File: src/rtl/spi_pkg.sv
// Shared SPI register-link definitions: frame geometry, op codes, arbiter FSM states
// and the frame packing helper.
package spi_pkg;

  localparam int unsigned SPI_FRAME_W = 16;
  localparam int unsigned SPI_ADDR_W  = 7;
  localparam int unsigned SPI_DATA_W  = 8;

  localparam logic SPI_RD = 1'b1;
  localparam logic SPI_WR = 1'b0;

  typedef enum logic [1:0] {
    ARB_IDLE,
    ARB_SHIFT,
    ARB_GAP
  } spi_arb_state_t;

  typedef struct packed {
    logic                  rw;
    logic [SPI_ADDR_W-1:0] addr;
    logic [SPI_DATA_W-1:0] data;
  } spi_frame_t;

  // Reads carry an all-zero data field on the wire.
  function automatic spi_frame_t spi_pack_frame(input logic                  op,
                                                input logic [SPI_ADDR_W-1:0] a,
                                                input logic [SPI_DATA_W-1:0] d);
    spi_frame_t f;
    f.rw   = op;
    f.addr = a;
    f.data = (op == SPI_RD) ? '0 : d;
    return f;
  endfunction

endpackage

File: src/rtl/rr_arbiter.sv
// Combinational round-robin pick: first requester at or after ptr, wrapping to 0.
module rr_arbiter #(
  parameter  int unsigned N     = 4,
  localparam int unsigned IDX_W = (N > 1) ? $clog2(N) : 1
) (
  input  logic [N-1:0]     req,
  input  logic [IDX_W-1:0] ptr,
  output logic [N-1:0]     win,
  output logic [IDX_W-1:0] win_idx,
  output logic             any
);

  // First pass covers ptr..N-1; the wrap pass only fires when that found nothing.
  always_comb begin
    win     = '0;
    win_idx = '0;
    any     = 1'b0;
    for (int i = 0; i < int'(N); i++) begin
      if (!any && req[i] && (IDX_W'(i) >= ptr)) begin
        any     = 1'b1;
        win[i]  = 1'b1;
        win_idx = IDX_W'(i);
      end
    end
    for (int i = 0; i < int'(N); i++) begin
      if (!any && req[i]) begin
        any     = 1'b1;
        win[i]  = 1'b1;
        win_idx = IDX_W'(i);
      end
    end
  end

endmodule

File: src/rtl/spi_frame_arbiter.sv
// Round-robin sharing of one 16-bit SPI register link between N_REQ requesters:
// one frame per grant, MSB first, read data captured from miso in the data field.
module spi_frame_arbiter
  import spi_pkg::*;
#(
  parameter int unsigned N_REQ   = 4,
  parameter int unsigned GAP_CYC = 1
) (
  input  logic                        sclk,
  input  logic                        rst_n,
  input  logic [N_REQ-1:0]            req,
  input  logic [N_REQ-1:0]            rw,
  input  logic [N_REQ*SPI_ADDR_W-1:0] addr,
  input  logic [N_REQ*SPI_DATA_W-1:0] wdata,
  output logic [N_REQ-1:0]            gnt,
  output logic [N_REQ-1:0]            done,
  output logic [SPI_DATA_W-1:0]       rdata,
  output logic                        rdata_vld,
  output logic                        busy,
  output logic                        cs_n,
  output logic                        mosi,
  input  logic                        miso
);

  localparam int unsigned PTR_W = (N_REQ > 1) ? $clog2(N_REQ) : 1;
  localparam int unsigned GAP_W = (GAP_CYC > 1) ? $clog2(GAP_CYC) : 1;
  localparam int unsigned BIT_W = $clog2(SPI_FRAME_W);
  localparam int unsigned RXS_W = SPI_DATA_W - 1;

  spi_arb_state_t         state;
  logic [PTR_W-1:0]       ptr;
  logic [PTR_W-1:0]       win_idx;
  logic [PTR_W-1:0]       next_ptr_c;
  logic [N_REQ-1:0]       win;
  logic [N_REQ-1:0]       owner;
  logic                   any;
  logic                   launch_c;
  logic                   gap_last_c;
  logic                   is_rd;
  logic [BIT_W-1:0]       bit_cnt;
  logic [GAP_W-1:0]       gap_cnt;
  logic [SPI_FRAME_W-2:0] tx_sr;
  logic [RXS_W-1:0]       rx_sr;
  spi_frame_t             sel_frame_c;

  rr_arbiter #(.N(N_REQ)) u_arb (
    .req     (req),
    .ptr     (ptr),
    .win     (win),
    .win_idx (win_idx),
    .any     (any)
  );

  // Request fields of the winning requester.
  always_comb begin
    sel_frame_c = '0;
    for (int i = 0; i < int'(N_REQ); i++) begin
      if (win[i]) begin
        sel_frame_c = spi_pack_frame(rw[i],
                                     addr[i*SPI_ADDR_W +: SPI_ADDR_W],
                                     wdata[i*SPI_DATA_W +: SPI_DATA_W]);
      end
    end
  end

  assign next_ptr_c = (win_idx == PTR_W'(N_REQ - 1)) ? '0 : PTR_W'(win_idx + 1'b1);
  assign gap_last_c = (state == ARB_GAP) && (gap_cnt == GAP_W'(GAP_CYC - 1));
  // Arbitration happens in IDLE and on the edge ending the last GAP cycle.
  assign launch_c   = any && ((state == ARB_IDLE) || gap_last_c);

  always_ff @(posedge sclk or negedge rst_n) begin
    if (!rst_n) begin
      state     <= ARB_IDLE;
      ptr       <= '0;
      owner     <= '0;
      is_rd     <= 1'b0;
      bit_cnt   <= '0;
      gap_cnt   <= '0;
      tx_sr     <= '0;
      rx_sr     <= '0;
      gnt       <= '0;
      done      <= '0;
      rdata     <= '0;
      rdata_vld <= 1'b0;
      busy      <= 1'b0;
      cs_n      <= 1'b1;
      mosi      <= 1'b0;
    end else begin
      gnt       <= '0;
      done      <= '0;
      rdata_vld <= 1'b0;
      if (launch_c) begin
        state   <= ARB_SHIFT;
        ptr     <= next_ptr_c;
        owner   <= win;
        gnt     <= win;
        is_rd   <= sel_frame_c.rw;
        tx_sr   <= sel_frame_c[SPI_FRAME_W-2:0];
        mosi    <= sel_frame_c.rw;
        bit_cnt <= '0;
        cs_n    <= 1'b0;
        busy    <= 1'b1;
      end else begin
        case (state)
          ARB_SHIFT: begin
            if (bit_cnt >= BIT_W'(SPI_FRAME_W - SPI_DATA_W)) begin
              rx_sr <= {rx_sr[RXS_W-2:0], miso};
            end
            if (bit_cnt == BIT_W'(SPI_FRAME_W - 1)) begin
              state   <= ARB_GAP;
              gap_cnt <= '0;
              cs_n    <= 1'b1;
              mosi    <= 1'b0;
              done    <= owner;
              if (is_rd) begin
                rdata     <= {rx_sr, miso};
                rdata_vld <= 1'b1;
              end
            end else begin
              bit_cnt <= bit_cnt + 1'b1;
              mosi    <= tx_sr[SPI_FRAME_W-2];
              tx_sr   <= {tx_sr[SPI_FRAME_W-3:0], 1'b0};
            end
          end
          ARB_GAP: begin
            if (gap_last_c) begin
              state <= ARB_IDLE;
              busy  <= 1'b0;
            end else begin
              gap_cnt <= gap_cnt + 1'b1;
            end
          end
          default: begin
            state <= ARB_IDLE;
          end
        endcase
      end
    end
  end

endmodule

File: config.mk
export PLATFORM = sky130hd
export DESIGN_NAME = spi_frame_arbiter
export DESIGN_NICKNAME = d
export VERILOG_FILES = /design/src/rtl/spi_pkg.sv /design/src/rtl/rr_arbiter.sv /design/src/rtl/spi_frame_arbiter.sv
export SDC_FILE = /design/constraint.sdc
export NUM_CORES = 1
export LEC_CHECK = 0
export ABC_AREA = 1
export CORE_MARGIN = 2
export CORE_UTILIZATION = 50
export CTS_CLUSTER_DIAMETER = 40
export DETAILED_ROUTE_END_ITERATION = 10
export PLACE_DENSITY = 0.85
export SYNTH_ARGS = -nofsm -noshare
export SYNTH_HDL_FRONTEND = slang
export SYNTH_SLANG_ARGS = --single-unit
File: constraint.sdc
create_clock -name sclk -period 4.36 [get_ports sclk]
set_input_delay 0.872 -clock sclk [delete_from_list [all_inputs] [get_ports sclk]]
set_output_delay 0.872 -clock sclk [all_outputs]
set_load 0.01 [all_outputs]
==> flow_summary_export.csv, run 1 <==
group,metric,value,unit
route,antenna_left,0,
floorplan,fp.dieH,79.92,µm
power_and_ir_drop,leakage,1.861,nW
place,pre_cts_ws,1.367,ns
timing,clock_skew,0.005705,ns
global_route,grt_max_degree,39,
power_and_ir_drop,power.internal,1.185,mW
worst_setup_path,cp-start-kind,"primary input",
route,vias,2842,
synthesis,netlist_area,2882,µm²
status,status,"finished clean",
synthesis,syn_nets,449,
route,via_per_inst,5.312,
route,routedWlPerCell,13.55,µm
layout,drive_above_1_share,0.05184,
power_and_ir_drop,power.density,512.7,nW/µm²
clocking,cts-resized-gates,0,
synthesis,syn_inst,375,
global_route,grt_pass1_vias,2747,
timing,slew_headroom,0.6283,
synthesis,ys_seq_elements,56,
place,place_area,3800,µm²
global_route,grt_pass1_wl,12230,µm
floorplan,chipWidth,79.92,µm
worst_setup_path,crit_fanout,29,
clocking,postCtsHoldBufs,0,
power_and_ir_drop,ir_drop,0.2528,mV
route,drc_errors,0,
floorplan,dieArea,6386,µm²
synthesis,synthArstFlopShare,1.000,
min_path,hold_path.class,"in -> async",
place,routabilityCongestion,0.9025,
timing,setup_slack,1.662,ns
floorplan,start_util,0.5201,
synthesis,netlist_top_cells_count,"108 x nand2_1, 55 x dfrtp_1, 46 x nand3_1",
floorplan,io_pins,91,
synthesis,ys_types,27,
place,hpwl,5485,µm
clocking,post_cts_buffers,0,
clocking,cts_buffer_depth,2,
floorplan,rows,27,
layout,multi_input_area,1224,µm²
route,drt_iter0_markers,208,
global_route,gr-total-overflow,0,
power_and_ir_drop,power_frac_seq,0.403,
layout,diodes,0,
worst_setup_path,crit_buf_inv,2,
timing,period_share,0.6188,
clocking,clockRootBuffer,"clkbuf_8",
worst_setup_path,path_cells,"clkdlybuf4s50_1 > nand2_1 > nand2_2 > nor2_4 > nand4_2 > nand2_2 > nand2_4 > clkinv_1 > nor2_1 > o21ai_0 > nand2_1",
clocking,htree_levels,2,
timing,final_hold_viol_count,0,
global_route,grtUsageTotal,0.2451,
clocking,cts_sinks,56,
layout,regArea,1403,µm²
layout,nFillCells,465,
power_and_ir_drop,p_clk_frac,0.151,
timing,timing.final.max_slew_violations,0,
worst_setup_path,cpPeakStageDelay,0.53,ns
synthesis,ys_warn_count,0,
synthesis,synthTopCellsByArea,"dfrtp_1 48%, nand2_1 14%, nand3_1 8.0%",
synthesis,avgSynthCellArea,7.684,µm²
timing,rsz0062_at_grt,"no",
job,maxCapViolCount,0,
synthesis,synth-seq-area-share,0.4868,
synthesis,synth_top_area_cell,"dfrtp_1",
timing,fin_setup_tns,0,ns
place,port_buffers,90,
worst_setup_path,cp-end-kind,"register",
timing,min_period,2.698,ns
worst_setup_path,critical_path.slowest_cell,"clkdlybuf4s50_1",
clocking,cts_tree,"built",
synthesis,synth-main-ff-cell,"dfrtp_1",
global_route,antenna_found_initial,0,
synthesis,synth_edf_count,0,
floorplan,core,5540,µm²
route,dr.pass1.iters,5,
power_and_ir_drop,p_sw,0.8128,mW
clocking,clock_latency,0.32,ns
layout,stdcell_area,3896,µm²
power_and_ir_drop,finalPower,1.998,mW
timing,max_freq,370.7,MHz
power_and_ir_drop,combPwrFrac,0.446,
worst_setup_path,criticalPathCategory,"in -> reg",
worst_setup_path,cp.arrival,2.96,ns
route,wirelength,7251,µm
synthesis,synth_top_area_share,0.4776,
layout,nNetsFinal,536,
clocking,clk_pin_slew_worst_paths,0.10,ns
synthesis,synth_most_common_cell,"nand2_1",
power_and_ir_drop,p_sw_frac,0.4069,
worst_setup_path,cp_top_family,"simple AND/OR/NAND/NOR gates",
timing,finalSetupViolations,0,
clocking,numCtsBuffers,5,
layout,area_delta_synth_final,35.22,%
worst_setup_path,cp.required,4.62,ns
timing,tightest_slew,0.5555,ns
## power groups by stage
stage                     clock (mW)  sequential [mW]  combinational [mW]
after global placement             0            0.803               0.845
after floorplan                    0            0.807               0.606
after CTS                      0.304            0.803               0.892
after detailed placement           0            0.811               0.887
after global routing           0.324            0.823                1.02
final                          0.302            0.806               0.890
## layer usage
layer  wire length [µm]  GRT usage  part of all wire
met1               2911     0.2880              0.40
met4                221     0.1051             0.030
met3                389    0.04412             0.054
met5                  0          0                 0
met2               3728     0.4358              0.51
## flip-flops by register name (all words and copies together) (netlist names), 2 cells and up
name and count:
bit_cnt 4, done 4, gnt 4, owner 4
ptr 2, rdata 8, rx_sr 7, state 2
tx_sr 15
## final timing paths
| path | to | slack, ns | start | depth (start not counted) |
|---|---|---|---|---|
| setup reg to reg | tx_sr[7] | 2.21 | ptr[0] | 11 |
| min in group sclk | rdata[7] | 0.48 | rdata[7] | 2 |
| setup / recovery | tx_sr[7] | 1.66 | req[0] | 11 |
| hold / removal | tx_sr[5] | 0.48 | rst_n | 1 |
| hold reg to reg | rdata[7] | 0.48 | rdata[7] | 2 |
| max in group asynchronous | cs_n | 3.05 | rst_n | 2 |
## layout make-up
type / count / share of cell area
inverters: 48 / 0.04624
multi-input cells: 260 / 0.3141
well taps: 72 / 0.02312
repair buffers: 91 / 0.2319
flip-flops and latches: 56 / 0.3600
clock inverters: 2 / 0.003532
clock buffers: 6 / 0.02119
## per-stage QoR
stage / utilization / hold slack (ns) / std cells
finish: 0.7033 / 0.4755 / 535
floorplan: - / 0.4438 / 375
global route: 0.7033 / 0.4918 / 535
CTS: 0.7033 / 0.4829 / 535
detailed placement: 0.6859 / 0.4595 / 527
global placement: 0.6859 / 0.4544 / 527
## layout by cell type (no fill, tap or decap)
| cell type | n |
|---|---|
| clkdlybuf4s50_1 | 89 |
| o21ai_1 | 1 |
| inv_6 | 1 |
| nand2_2 | 7 |
| clkinv_2 | 1 |
| o21bai_1 | 2 |
| a21oi_1 | 9 |
| nor2_4 | 2 |
| inv_1 | 44 |
| nand3_1 | 46 |
| o21ai_0 | 42 |
| nor3_2 | 1 |
| o31ai_1 | 1 |
| clkbuf_8 | 6 |
| xor2_1 | 2 |
| buf_4 | 1 |
| buf_2 | 1 |
| nor3_1 | 2 |
| nand2_1 | 108 |
| nor2_1 | 24 |
| nand4_1 | 5 |
| o22ai_1 | 3 |
| nand4_2 | 1 |
| inv_2 | 1 |
| dfrtp_1 | 55 |
| ha_1 | 3 |
| dfstp_2 | 1 |
| nand2_4 | 1 |
| clkinv_1 | 3 |
## cell families after synthesis
group           Yosys count  synth area share
simple gates            197            0.3009
buf+inv                  59           0.08858
compound gates           58            0.1046
flops                    56            0.4868
fa+ha+maj                 3           0.01303
xor+xnor                  2          0.006080
Note: power is estimated with default switching activity, not from simulation.
==> run 2: changes to the inputs <==
CORE_UTILIZATION = 47   (was 50)
PLACE_DENSITY = 0.81   (was 0.85)
clock period = 2.8 ns   (was 4.36 ns; I/O delays follow)
==> flow_summary_export.csv, run 2 (same netlist as run 1, synthesis figures left out) <==
group,metric,value,unit
timing,slew_headroom,0.6550,
layout,largest_reg_flops,15,
floorplan,io_pins,91,
global_route,grtUsageTotal,0.2245,
power_and_ir_drop,ir_drop,0.4197,mV
timing,timing.final.max_slew_violations,0,
timing,min_period,2.181,ns
power_and_ir_drop,finalPower,3.071,mW
power_and_ir_drop,power.density,785.6,nW/µm²
clocking,cts_buffer_depth,2,
status,status,"finished clean",
floorplan,core,5921,µm²
worst_setup_path,path_cells,"clkdlybuf4s50_1 > nand2_2 > nand2_2 > nor2_4 > nand4_2 > nand2_2 > nand2_4 > clkinv_1 > nor2_1 > o21ai_0 > nand2_1",
worst_setup_path,crit_fanout,17,
clocking,clk_pin_slew_worst_paths,0.10,ns
global_route,grt_pass1_vias,2620,
min_path,hold_path.class,"in -> async",
global_route,grt_max_degree,43,
timing,setup_slack,0.6186,ns
clocking,htree_levels,2,
global_route,gr-total-overflow,0,
layout,area_delta_synth_final,35.65,%
clocking,cts_tree,"built",
worst_setup_path,cp-end-kind,"register",
layout,drive_above_1_share,0.05591,
floorplan,fp.dieH,82.30,µm
layout,regArea,1403,µm²
layout,layout_commonest_cell,"nand2_1",
layout,final_core_util,0.6602,
worst_setup_path,cp_common_cell,"nand2_2",
route,vias,2753,
layout,final_cell_mix,"108 x nand2_1, 89 x clkdlybuf4s50_1, 55 x dfrtp_1",
layout,nNetsFinal,538,
clocking,post_cts_buffers,0,
timing,max_freq,458.4,MHz
clocking,postCtsHoldBufs,0,
timing,finalSetupViolations,0,
timing,tightest_slew,0.5175,ns
timing,period_share,0.7791,
route,drt_iter0_markers,168,
global_route,grt_pass1_wl,11700,µm
worst_setup_path,cp.required,3.05,ns
layout,multi_input_area,1224,µm²
power_and_ir_drop,leakage,1.863,nW
worst_setup_path,critical_path.slowest_cell,"clkdlybuf4s50_1",
global_route,antenna_found_initial,0,
clocking,cts-resized-gates,0,
worst_setup_path,cpPeakStageDelay,0.55,ns
route,routedWlPerCell,12.78,µm
place,pre_cts_ws,0.3191,ns
place,port_buffers,90,
layout,diodes,0,
layout,largest-register,"tx_sr",
timing,clock_skew,0.007112,ns
job,maxCapViolCount,0,
place,routabilityCongestion,0.8735,
layout,nFillCells,486,
route,wirelength,6901,µm
timing,final_hold_viol_count,0,
worst_setup_path,cp-start-kind,"primary input",
worst_setup_path,cp.arrival,2.43,ns
clocking,clock_latency,0.31,ns
floorplan,dieArea,6773,µm²
worst_setup_path,criticalPathCategory,"in -> reg",
timing,fin_setup_tns,0,ns
route,via_per_inst,5.098,
clocking,cts_sinks,56,
clocking,numCtsBuffers,5,
layout,stdcell_area,3909,µm²
route,dr.pass1.iters,5,
floorplan,rows,28,
route,antenna_left,0,
route,drc_errors,0,
worst_setup_path,rr_worst_depth,7,
floorplan,start_util,0.4867,
timing,rsz0062_at_grt,"no",
clocking,clockRootBuffer,"clkbuf_8",
layout,reg_top3,"tx_sr: 15 flops, rdata: 8 flops, rx_sr: 7 flops",
floorplan,chipWidth,82.30,µm
place,hpwl,5394,µm
place,place_area,3819,µm²
==> run 2: changes by cell type in the layout (fill, tap and decap cells not counted), sizes merged <==
| cell | change |
|---|---|
| clkbuf | -1 |
| clkinvlp | +1 |
| buf | +2 |
==> run 2: report_power, final <==
part	leakage, nW	internal (mW)	total (mW)	switching, mW
registers	0.713	1.10	1.25	0.152
logic	1.11	0.557	1.38	0.823
clock network	0.0445	0.178	0.442	0.264
==> run 2: metrics by stage <==
stage	cells	hold WS (ns)
6_report	540	0.1262
5_1_grt	540	0.1380
4_1_cts	540	0.1331
3_5_place_dp	532	0.4653
3_3_place_gp	532	0.4541
2_1_floorplan	375	0.2644
==> run 2: final timing paths <==
kind | from | to | slack (ns)
max | req[2] | tx_sr[7] | 0.62
min | rst_n | gnt[1] | 0.13
min reg2reg | rx_sr[6] | rdata[7] | 0.49
max in group asynchronous | rst_n | cs_n | 1.85
max reg2reg | bit_cnt[1] | bit_cnt[3] | 0.84
min in group sclk | rx_sr[6] | rdata[7] | 0.49
==> run 2: final cells by class <==
type	instances	area share
multi-input combinational	260	0.3131
timing repair buffer	93	0.2350
sequential	56	0.3588
clock inverter	3	0.005442
tap	75	0.02401
inverter	48	0.04609
clock buffer	5	0.01761
==> run 2: critical path: cells and delay by family <==
kind                   cells  cell delay, ns
AOI/OAI and AO/OA          1            0.09
buffers and inverters      2            0.81
and+or+nand+nor            8            0.97
==> run 2: per-layer routing <==
layer | up-vias | global-route usage | share of wire
met5 | - | 0 | 0
met4 | 0 | 0.07000 | 0.014
met2 | 107 | 0.3806 | 0.48
li1 | 1379 | - | -
met1 | 1258 | 0.2884 | 0.45
met3 | 9 | 0.04565 | 0.058
